`src/rtl/uart_rx.sv`:
```
// uart_rx: oversampling 8N1 UART receiver.
// RsRx is double-flopped into rx_s. A free-running divider produces one tick
// every TICK_DIV clocks. The start bit is sampled after SAMPLING_RATE/2 ticks,
// and each data bit and the stop bit after SAMPLING_RATE further ticks.
// Optional feature macro: UART_RX_FRAME_ERR_EN. When it is defined, the
// frame_err port exists and a low stop bit pulses frame_err instead of
// loading data_out.
module uart_rx #(
    parameter int CLOCK_FREQ    = 100_000_000,
    parameter int BAUD_RATE     = 115200,
    parameter int SAMPLING_RATE = 16
) (
    input  logic       clk,
    input  logic       rst_n,
    input  logic       RsRx,
    output logic [7:0] data_out,
    output logic       receiving,
    output logic       received
`ifdef UART_RX_FRAME_ERR_EN
    ,
    output logic       frame_err
`endif
);

    localparam int TICK_DIV = CLOCK_FREQ / (BAUD_RATE * SAMPLING_RATE);
    localparam int DIV_W    = (TICK_DIV > 1) ? $clog2(TICK_DIV) : 1;
    localparam int TCNT_W   = $clog2(SAMPLING_RATE);

    localparam logic [DIV_W-1:0]  DIV_LAST  = DIV_W'(TICK_DIV - 1);
    localparam logic [TCNT_W-1:0] HALF_LAST = TCNT_W'(SAMPLING_RATE / 2 - 1);
    localparam logic [TCNT_W-1:0] BIT_LAST  = TCNT_W'(SAMPLING_RATE - 1);

    typedef enum logic [1:0] {
        IDLE,
        START,
        DATA,
        STOP
    } state_t;

    state_t            state;
    logic              rx_m;
    logic              rx_s;
    logic [DIV_W-1:0]  div;
    logic              tick;
    logic [TCNT_W-1:0] tcnt;
    logic [2:0]        bcnt;
    logic [7:0]        shift;
    logic              start_det;

    // The frame begins on the first low level seen while idle.
    always_comb begin
        start_det = (state == IDLE) && !rx_s;
    end

    // Two-flop synchronizer for the asynchronous serial line; idles high.
    always_ff @(posedge clk) begin
        if (!rst_n) begin
            rx_m <= 1'b1;
            rx_s <= 1'b1;
        end else begin
            rx_m <= RsRx;
            rx_s <= rx_m;
        end
    end

    // Tick divider, restarted at the start edge so that samples stay aligned to the frame.
    always_ff @(posedge clk) begin
        if (!rst_n) begin
            div  <= '0;
            tick <= 1'b0;
        end else if (start_det) begin
            div  <= '0;
            tick <= 1'b0;
        end else if (div == DIV_LAST) begin
            div  <= '0;
            tick <= 1'b1;
        end else begin
            div  <= div + 1'b1;
            tick <= 1'b0;
        end
    end

    // Frame state machine with registered outputs.
    always_ff @(posedge clk) begin
        if (!rst_n) begin
            state     <= IDLE;
            tcnt      <= '0;
            bcnt      <= '0;
            shift     <= '0;
            data_out  <= '0;
            receiving <= 1'b0;
            received  <= 1'b0;
`ifdef UART_RX_FRAME_ERR_EN
            frame_err <= 1'b0;
`endif
        end else begin
            received  <= 1'b0;
`ifdef UART_RX_FRAME_ERR_EN
            frame_err <= 1'b0;
`endif
            case (state)
                IDLE: begin
                    if (!rx_s) begin
                        state     <= START;
                        tcnt      <= '0;
                        receiving <= 1'b1;
                    end
                end
                START: begin
                    if (tick) begin
                        if (tcnt == HALF_LAST) begin
                            tcnt <= '0;
                            if (!rx_s) begin
                                state <= DATA;
                                bcnt  <= '0;
                            end else begin
                                // A start bit that is high in the middle is a glitch.
                                state     <= IDLE;
                                receiving <= 1'b0;
                            end
                        end else begin
                            tcnt <= tcnt + 1'b1;
                        end
                    end
                end
                DATA: begin
                    if (tick) begin
                        if (tcnt == BIT_LAST) begin
                            tcnt        <= '0;
                            shift[bcnt] <= rx_s;
                            if (bcnt == 3'd7) begin
                                state <= STOP;
                                bcnt  <= '0;
                            end else begin
                                bcnt <= bcnt + 1'b1;
                            end
                        end else begin
                            tcnt <= tcnt + 1'b1;
                        end
                    end
                end
                STOP: begin
                    if (tick) begin
                        if (tcnt == BIT_LAST) begin
                            tcnt      <= '0;
                            state     <= IDLE;
                            receiving <= 1'b0;
`ifdef UART_RX_FRAME_ERR_EN
                            if (rx_s) begin
                                data_out <= shift;
                                received <= 1'b1;
                            end else begin
                                frame_err <= 1'b1;
                            end
`else
                            data_out <= shift;
                            received <= 1'b1;
`endif
                        end else begin
                            tcnt <= tcnt + 1'b1;
                        end
                    end
                end
                default: begin
                    state     <= IDLE;
                    receiving <= 1'b0;
                end
            endcase
        end
    end

endmodule

```
`config.mk`:
```
export PLATFORM = sky130hd
export DESIGN_NAME = uart_rx
export DESIGN_NICKNAME = d
export VERILOG_FILES = /design/src/rtl/uart_rx.sv
export SDC_FILE = /design/constraint.sdc
export NUM_CORES = 1
export LEC_CHECK = 0
export ABC_AREA = 1
export BUFFER_PORTS_ARGS = -buffer_cell sky130_fd_sc_hd__buf_2
export CAP_MARGIN = 20
export CORE_MARGIN = 1.5
export CORE_UTILIZATION = 58
export DETAILED_ROUTE_END_ITERATION = 6
export MAX_ROUTING_LAYER = met4
export PLACE_DENSITY = 0.77
export SYNTH_ARGS = -nofsm -noshare
export SYNTH_HDL_FRONTEND = slang
export SYNTH_SLANG_ARGS = --single-unit
```
`constraint.sdc`:
```
create_clock -name clk -period 2 [get_ports clk]
set_clock_uncertainty 0.2 [all_clocks]
set_input_delay 0.4 -clock clk [delete_from_list [all_inputs] [get_ports clk]]
set_output_delay 0.4 -clock clk [all_outputs]
set_load 0.05 [all_outputs]
```
==> impl_metrics.py <==
metrics = {
    "critical_path": {
        "worstSetupStartpoint": "tcnt[0]",
        "cpPeakStageDelay_ps": 380,
        "crit_chain": "ha_1, nand3_2, nor2_4, nand2_2, clkinv_2, o21ai_0, a21oi_1",
        "crit_slowest_cell": "dfxtp_1",
        "r2r-start": "tcnt[0]",
        "worst_path_dominant_cell_family": "simple AND/OR/NAND/NOR gates",
        "crit_type": "reg -> reg",
        "critPathBufInv": 1,
        "critical_path.max_fanout": 14,
        "critPathLaunchType": "register",
        "worstPathRequired_ps": 2070,
        "worstPathArrival_ps": 1760,
        "crit_path_end_kind": "register",
    },
    "logic_synthesis": {
        "yosysMostFrequentCell": "nand2_1",
        "ys_seq_area_frac": 0.4254,
        "avgSynthCellArea_um2": 7.563,
        "synth_edf_count": 0,
        "synth_top_cell_area_share": 0.4254,
        "synth_fp_nets": 232,
        "synth-async-reset-ratio": 0,
        "synth_ff_type": "dfxtp_1",
        "yosysUniqueCellTypes": 33,
        "synth_area_mm2": 0.001694,
        "synthCells": 224,
        "yosys.area.top_type": "dfxtp_1",
        "ys_top_cells_by_area": "dfxtp_1, nand2_1, nor2_1",
        "ys_top_cells_by_count": "nand2_1, dfxtp_1, nor2_1",
        "synth_seq_cells": 36,
        "yosys_warnings": 0,
    },
    "clock_network": {
        "cts_buffers": 5,
        "cts_buffer_depth": 2,
        "clk_pin_slew_ps": 100,
        "cts.sink_count": 36,
        "clock_latency_ps": 340,
        "cts_tree": "done",
        "post_cts_resized": 0,
        "htreeDepth": 2,
        "cts-root-buf": "clkbuf_4",
        "cts_setup_buffers": 0,
        "cts_hold_buf": 0,
    },
    "routing": {
        "drt_iter0_drc": 34,
        "routed_via_density": 5.074,
        "ant_nets": 0,
        "routed-via-count": 1375,
        "wl_mm": 2.889,
        "drc": 0,
        "firstDrtPassIters": 6,
        "wire_per_inst_um": 10.66,
    },
    "power": {
        "p_comb_frac": 0.103,
        "p_sw_frac": 0.2631,
        "peakVddDrop_mv": 0.6247,
        "clkPwrFrac": 0.308,
        "p_leak_uw": 0.0008009,
        "seq_power_share": 0.590,
        "p_switching_uw": 338.2,
        "power.density_mw_per_mm2": 705.2,
        "intPower_uw": 947.3,
    },
    "status": {
        "status": "completed",
    },
    "layout": {
        "fin_util": 0.6611,
        "diodes": 0,
        "drive_above_1_share": 0.1875,
        "fin_area_mm2": 0.001823,
        "synthToLayoutAreaGrowth_pct": 7.607,
        "fin_nets": 247,
        "finalNonFillerCells": 271,
    },
    "place": {
        "port_buffers": 12,
        "post_dp_cell_area_mm2": 0.001764,
        "place_inst": 263,
        "dpl.hpwl_mm": 2.147,
        "finalWeightedCongestion": 0.8584,
    },
    "floorplan": {
        "die_y_um": 57.05,
        "pin_count": 13,
        "dieArea_mm2": 0.003254,
        "dieWidth_um": 57.05,
        "initial_core_util": 0.6143,
        "std_cell_rows": 19,
        "core_mm2": 0.002758,
    },
    "worst_hold_path": {
        "hold_start": "RsRx",
        "hp-class": "in -> reg",
    },
    "sta": {
        "achievable-frequency_mhz": 593.9,
        "hold_ws_ps": 47.26,
        "min_period_over_period": 0.8418,
        "drv_slew": 0,
        "hold_viol": 0,
        "setup_tns_ps": 0,
        "slew-limit-headroom": 0.7362,
        "rsz0062_at_grt": "false",
        "min_period_ps": 1684,
        "setup_viol": 0,
        "worst_pin_slew_ps": 395.2,
    },
    "global_route": {
        "antenna_found_initial": 0,
        "globalRouteOverflowTotal": 0,
        "grt_pass1_vias": 1195,
        "grt_pass1_wl_mm": 5.037,
        "grt_max_degree": 18,
        "grt_use_total": 0.2044,
    },
    "job": {
        "max_cap_violations": 0,
    },
}
logic make-up (layout without fill, tap and decap cells):
family | count (synthesis) | count (layout) | share of synthesized area
AOI/OAI and AO/OA | 35 | 35 | 0.1226
xor gates and xnor gates | 2 | 2 | 0.01034
adders and majority gates | 5 | 5 | 0.03693
buffers and inverters | 33 | 49 | 0.09009
DFF | 36 | 36 | 0.4254
and+or+nand+nor | 113 | 113 | 0.3146
through the flow:
stage | setup WS (ps) | power, µW
after floorplan | 367.7 | 885.4
after global placement | 384.0 | 903.1
after detailed placement | 323.0 | 904.0
after CTS | 292.5 | 1292
after global routing | 128.4 | 1343
final | 316.3 | 1286
state kept, by name, indices dropped and copies added, names as in the netlist, named ones only:
name and flops:
tick 1, bcnt 3, state 1, rx_s 1
received 1, div 6, receiving 1, data_out 8
rx_m 1, shift 8, tcnt 4
power by group through the flow:
stage	logic (µW)	registers (µW)	clock network (µW)
floorplan	124	761	0
global placement	130	774	0
detailed placement	130	774	0
CTS	131	758	404
global route	148	761	434
finish	132	758	395
routing by layer:
metal  vias up  track usage  share of wire
met5         -            -              0
met2        18       0.3103           0.45
met1       606       0.2565           0.49
li1        743            -              -
met4         0      0.07641          0.020
met3         8      0.06349          0.036
worst paths after layout:
path              slack (ps)          end  cells after the start
setup / recovery         320  data_out[4]                      7
hold / removal            50         rx_m                      2
setup reg to reg         320  data_out[4]                      7
hold reg to reg          230         rx_s                      1
cells in the final DEF, fill, tap and decap left out, drive strengths merged, types with 2 or more instances in the layout:
cell,n
nor3,4
clkbuf,8
inv,25
ha,5
buf,15
nand3b,2
nand2,50
nor2,39
xor2,2
a21oi,21
nand3,14
dfxtp,36
o21ai,11
or2,2
cell type report:
cell class                      instances  area [µm²]
Timing Repair Buffer                   15       82.58
Fill cell                             247       934.6
Tap cell                               31       38.79
Clock buffer                            8       58.81
Sequential cell                        36       720.7
Inverter                               26       101.3
Multi-Input combinational cell        155       820.8
Power figures use the tool's default switching activity.
